### src/rtl/wb_conmax_pri_arb.sv
// Per-slave-port priority arbiter for the 8-master Wishbone interconnect.
// Highest effective priority wins, round-robin within a level, and a grant
// is held until its master drops its request (no preemption).
module wb_conmax_pri_arb #(
    parameter logic [1:0] PriSel = 2'd2  // 0: one level, 1: two levels, 2: four levels
) (
    input  logic        clk_i,
    input  logic        rst_i,
    input  logic [15:0] conf_i,
    input  logic [7:0]  req_i,
    output logic [2:0]  gnt_o,
    output logic        gnt_vld_o,
    output logic [7:0]  gnt_oh_o
);

    typedef enum logic {StIdle, StBusy} state_e;

    state_e          st_q, st_d;
    logic [2:0]      gnt_q, gnt_d;
    logic [3:0][2:0] rr_q, rr_d;     // last master granted at each level

    logic [7:0][1:0] ep;             // effective priority per master
    logic [3:0][7:0] lvl_req;        // requesting masters grouped by level
    logic [1:0]      lvl;            // highest level with a pending request
    logic [2:0]      start;
    logic [2:0]      idx;
    logic            found;
    logic [2:0]      win;
    logic            arb_en;

    // Map the configuration word to an effective priority per master.
    always_comb begin
        for (int m = 0; m < 8; m++) begin
            case (PriSel)
                2'd0:    ep[m] = 2'd0;
                2'd1:    ep[m] = {1'b0, conf_i[2*m+1]};
                default: ep[m] = conf_i[2*m +: 2];
            endcase
        end
    end

    // Split the requests by level and pick the highest populated level.
    always_comb begin
        lvl_req = '0;
        for (int m = 0; m < 8; m++) begin
            lvl_req[ep[m]][m] = req_i[m];
        end
        lvl = 2'd0;
        for (int l = 0; l < 4; l++) begin
            if (|lvl_req[l]) begin
                lvl = 2'(l);
            end
        end
    end

    // Round-robin search within the winning level, starting after its pointer.
    always_comb begin
        start = rr_q[lvl] + 3'd1;
        idx   = start;
        win   = start;
        found = 1'b0;
        for (int i = 0; i < 8; i++) begin
            idx = start + 3'(i);
            if (!found && lvl_req[lvl][idx]) begin
                win   = idx;
                found = 1'b1;
            end
        end
    end

    // State, grant and pointer registers.
    always_ff @(posedge clk_i or negedge rst_i) begin
        if (!rst_i) begin
            st_q  <= StIdle;
            gnt_q <= 3'd0;
            rr_q  <= {4{3'd7}};
        end else begin
            st_q  <= st_d;
            gnt_q <= gnt_d;
            rr_q  <= rr_d;
        end
    end

    // Next state: arbitrate from idle, or on release of the current owner.
    always_comb begin
        st_d   = st_q;
        gnt_d  = gnt_q;
        rr_d   = rr_q;
        arb_en = (|req_i) && ((st_q == StIdle) || !req_i[gnt_q]);
        if (arb_en) begin
            st_d      = StBusy;
            gnt_d     = win;
            rr_d[lvl] = win;
        end else if (req_i == 8'd0) begin
            st_d = StIdle;
        end
    end

    // Outputs come straight from registers only.
    always_comb begin
        gnt_o     = gnt_q;
        gnt_vld_o = (st_q == StBusy);
        gnt_oh_o  = 8'd0;
        if (st_q == StBusy) begin
            gnt_oh_o[gnt_q] = 1'b1;
        end
    end

endmodule
### config.mk
export PLATFORM = sky130hd
export DESIGN_NAME = wb_conmax_pri_arb
export DESIGN_NICKNAME = d
export VERILOG_FILES = /design/src/rtl/wb_conmax_pri_arb.sv
export SDC_FILE = /design/constraint.sdc
export NUM_CORES = 1
export LEC_CHECK = 0
export ABC_AREA = 0
export BUFFER_PORTS_ARGS = -buffer_cell sky130_fd_sc_hd__buf_2
export CORE_MARGIN = 2
export CORE_UTILIZATION = 58
export DETAILED_ROUTE_END_ITERATION = 10
export HOLD_SLACK_MARGIN = 0.05
export PLACE_DENSITY = 0.77
export RECOVER_POWER = 100
export SKIP_CTS_REPAIR_TIMING = 1
export SYNTH_ARGS = -nofsm -noshare
export SYNTH_HDL_FRONTEND = slang
export SYNTH_SLANG_ARGS = --single-unit
### constraint.sdc
create_clock -name clk_i -period 4.4 [get_ports clk_i]
set_input_delay 1.32 -clock clk_i [delete_from_list [all_inputs] [get_ports clk_i]]
set_output_delay 1.32 -clock clk_i [all_outputs]
set_load 0.01 [all_outputs]
==> results of run 1 <==
==> cell usage after synthesis (4+ instances only) <==
library cell  number  area share [%]
dfstp_2           12              13
o31ai_1            4             1.2
o211ai_1           9             2.8
o21ai_0           14             2.9
mux2_2            14             6.5
nand3_1           14             2.9
nor2_1            22             3.4
and2_1             4             1.0
inv_1              6            0.92
mux2i_1            9             3.7
mux4_2             7             6.5
nor3_1             8             1.6
a21oi_1           11             2.3
dfrtp_1            4             4.1
mux2_4             4             2.5
nor4_1             6             1.5
o22ai_1            6             1.5
o22a_1             4             1.4
o221ai_1           6             2.2
nand2_1           42             6.5
nand4_1            5             1.3
xnor2_1            5             1.8
a22oi_1            4             1.2
nand2b_1           5             1.3
==> routing by layer <==
layer | global-route usage [%] | overflow
met2 | 110 | 110
met3 | 58.4 | 4
met4 | 107 | 61
met5 | 31.3 | 1
met1 | 80.8 | 2
==> logic make-up after synthesis <==
group / Yosys count / synth area share [%]
and+or+nand+nor: 130 / 28.3
adders and majority gates: 2 / 1.03
AOI/OAI and AO/OA: 96 / 29.5
muxes: 34 / 19.1
buffers and inverters: 16 / 3.23
DFF: 16 / 17.0
xor gates and xnor gates: 5 / 1.80
==> per-stage QoR <==
stage	instance area [um2]	setup TNS [ns]	instances	util, %	worst slack (ns)
after detailed placement	3610	-13.74	487	89.6	-0.987
after floorplan	2580	-11.65	299	-	-0.889
after global placement	3610	-11.81	487	89.6	-0.839
after CTS	3660	-13.04	491	90.7	-1.10
==> impl_metrics.yaml, run 1 <==
clocking:
  cts_sinks: 16
  root_buffer: "clkbuf_8"
  clockBufferDepth: 2
  h-tree-depth: 1
  cts_buffers: 3
floorplanning:
  placementRows: 23
  ios: 38
  die_w_um: 68.8
  start_util_pct: 60.5
  die_y_um: 68.8
synth:
  synth_edf_count: 0
  seq_area_frac_synth_pct: 17.0
  yosysUniqueCellTypes: 68
  synthCells: 299
  synth_area_mm2: 0.00244
  synth_nets: 327
  synthFlopType: "dfstp_2"
  ys.warnings.count: 0
  async_flop_share_pct: 100
  synth.avg_cell_area_um2: 8.15
  synth-seq-cells: 16
outcome:
  error: "[ERROR GRT-0232] Routing congestion too high. Check the congestion heatmap in the GUI."
  status: "did not finish"
  haltStage: "global routing"
placed_design:
  dp_hpwl_mm: 7.88
  port_buffers: 37
  globalplace.congestion: 0.960
sta:
  worstEpCategory: "register input"
  crit_endpoint: "gnt_o[0]$_DFFE_PN0P_/D"
global_routing:
  grt-ovfl-total: 178
  gr-usage-all-layers_pct: 86.7
  grt_max_degree: 17
==> run 2, diff against run 1 <==
CORE_UTILIZATION = 40   (was 58)
HOLD_SLACK_MARGIN = not set   (was 0.05)
PLACE_DENSITY = not set   (was 0.77)
PLACE_DENSITY_LB_ADDON = 0.15   (was not set)
==> run 2 against run 1 <==
Compared with the run above: the flow now finishes, with violations (negative setup slack); synthesized cell count stayed put; synthesized area did not move.
==> impl_metrics.yaml, run 2 <==
synth:
  synth_compound_area_share_pct: 29.5
  synthCells: 299
  synth_xor_area_share_pct: 1.80
  yosys.area_share.simple_pct: 28.3
  synth_nets: 327
  synth_area_mm2: 0.00244
  synth_top_family_by_area: "compound AO/OA/AOI/OAI gates"
  seq_area_frac_synth_pct: 17.0
  async_flop_share_pct: 100
  synth_area_leaders: "dfstp_2 13%, mux2_2 6.5%, mux4_2 6.5%, nand2_1 6.5%, dfrtp_1 4.1%"
  synthFlopType: "dfstp_2"
  yosysMostFrequentCell: "nand2_1"
  ys.warnings.count: 0
  yosysUniqueCellTypes: 68
  synth.avg_cell_area_um2: 8.15
  synth_area_leader_cell: "dfstp_2"
  synth_edf_count: 0
  synth-seq-cells: 16
  synthAdderAreaFrac_pct: 1.03
  muxShareOfSynthArea_pct: 19.1
  synth_top_area_share_pct: 12.9
  synth_common_cells: "42 x nand2_1, 22 x nor2_1, 14 x mux2_2, 14 x nand3_1, 14 x o21ai_0"
sta:
  drv_slew: 0
  finalWorstSetupSlack_ns: -0.631
  finalSetupTns_ns: -8.29
  whs_ns: 0.515
  fmax_mhz: 199
  finalSetupViolCount: 15
  min_period_ns: 5.03
  slew_headroom_pct: 48.0
  grt_setup_unrepaired: "yes"
  tightest_slew_ns: 0.781
  skew_ns: 0.00338
  final_hold_viol_count: 0
  finalCritPeriodShare_pct: 114
outcome:
  status: "finished with violations"
  violations: "negative setup slack"
final_layout:
  regMostFlops: "rr_q"
  regArea_um2: 415
  mostFrequentLayoutCell: "buf_4"
  drive_gt1_share_pct: 58.0
  diodes: 0
  largest_reg_flops: 12
  areaGrowthSynthToFinish_pct: 72.4
  fill_cells: 445
  num-nets-final: 491
  final_cell_mix: "117 x buf_4, 33 x nand2_1, 21 x nor2_1"
  multi_input_comb_area_mm2: 0.00236
setup_path:
  start_kind: "input pin"
  worstSetupPathType: "in -> reg"
  worst-path-max-fanout: 4
  arrival_ns: 5.15
  timing.rr.start: "rr_q[0]"
  rr_worst_depth: 16
  rrSetupSlack_ns: 0.78
  end_kind: "flip-flop"
  worstReg2RegEnd: "gnt_o[2]"
  worstPathRequired_ns: 4.52
power_and_ir_drop:
  p_sw_share_pct: 46.2
  p_comb_share_pct: 85.8
  p_sw_mw: 1.50
  peakVddDrop_mv: 0.487
  p_int_mw: 1.75
  p_per_area_mw_per_mm2: 773
  seqPwrFrac_pct: 10.3
  p_clk_share_pct: 3.9
  p_leak_nw: 1.77
drt:
  avgRoutedWirePerCell_um: 18.8
  drc: 0
  wirelength_mm: 10.1
  antenna_left: 0
  num_vias: 3283
  drt-pass1-iter-count: 4
  drtIter0Drc: 299
  viasPerCell: 6.11
floorplanning:
  ios: 38
  placementRows: 28
  fp.coreArea_mm2: 0.00592
  dieArea_mm2: 0.00673
  die_w_um: 82.1
  start_util_pct: 41.2
  die_y_um: 82.1
clocking:
  cts_tree: "done"
  cts_sinks: 16
  clock_latency_ns: 0.24
  root_buffer: "clkbuf_8"
  h-tree-depth: 1
  clockBufferDepth: 2
  clk_pin_slew_ns: 0.06
  cts_buffers: 3
min_path:
  worstHoldPathType: "reg -> reg"
  holdCritStartpoint: "rr_q[2]"
  worst_hold_path.endpoint: "rr_q[2]"
  hold_depth: 2
placed_design:
  port_buffers: 37
  dp_hpwl_mm: 7.40
  globalplace.congestion: 0.940
global_routing:
  grt-ovfl-total: 0
  gr-usage-all-layers_pct: 28.4
  grt_pass1_wl_mm: 14.8
  antenna_found_initial: 0
  first_global_vias: 3024
  grt_max_degree: 17
run:
  maxCapViolations: 0
[run 2: worst max-delay path by stage]
stage / from / endpoint / slack, ns / cells past startpoint
after global placement: req_i[0] / gnt_o[0] / -1.01 / 17
after floorplan: conf_i[4] / gnt_o[0] / -0.89 / 18
after global routing: req_i[2] / gnt_o[2] / -0.78 / 22
after detailed placement: conf_i[0] / rr_q[11] / -1.04 / 20
after CTS: conf_i[4] / rr_q[11] / -0.79 / 20
final: conf_i[4] / gnt_o[2] / -0.63 / 22
[run 2: worst max-delay path, stage by stage]
cell and delay [ns]:
buf_2 0.14, buf_6 0.13, nand3_1 0.08, nand2_2 0.08, nor4_4 0.34, nand3_2 0.14, o32ai_2 0.27, buf_4 0.17
nor2_4 0.05, buf_12 0.13, clkinv_8 0.04, ha_4 0.15, xnor2_4 0.07, and3_4 0.19, or4bb_1 0.49, o211ai_1 0.20
nand4_1 0.14, or4_4 0.53, buf_4 0.17, nor2_1 0.09, buf_4 0.16, o31ai_2 0.06
[run 2: cell type report]
type / count / share of cell area (%)
clock buffer: 4 / 1.31
tap: 75 / 2.23
sequential: 16 / 9.88
inverter: 9 / 1.10
timing repair buffer: 166 / 29.4
multi-input combinational: 267 / 56.1
[run 2: power groups by stage]
stage | clock [mW] | combinational [mW] | sequential (mW)
6_report | 0.126 | 2.79 | 0.334
5_1_grt | 0.133 | 2.97 | 0.349
4_1_cts | 0.129 | 2.28 | 0.329
3_5_place_dp | 0 | 2.26 | 0.331
3_3_place_gp | 0 | 2.25 | 0.329
2_1_floorplan | 0 | 1.47 | 0.305
[run 2: cells by family (layout without fill, tap and decap cells)]
family | after synthesis | in the layout
buf+inv | 16 | 179
fa+ha+maj | 2 | 2
mux | 34 | 34
compound gates | 96 | 96
flops | 16 | 16
xor+xnor | 5 | 5
simple gates | 130 | 130
[run 2: metal layers]
layer  part of all wire [%]  vias to the layer above  global-route usage, %
met5                      0                        -                      0
met4                    2.5                        0                   9.50
met3                    6.4                       34                   2.64
met2                     48                      164                   46.5
met1                     43                     1566                   39.1
li1                       -                     1519                      -
[run 2: through the flow]
step                      utilization (%)  instances  cell area, um2  setup slack, ns  total power [mW]
final                                71.0        537            4200           -0.631              3.25
after global routing                 71.0        537            4200           -0.779              3.45
after CTS                            62.1        513            3670           -0.795              2.74
after detailed placement             61.1        509            3620            -1.04              2.59
after global placement               61.1        509            3620            -1.01              2.58
after floorplan                         -        299            2580           -0.889              1.77
Note: power is estimated with default switching activity, not from simulation.
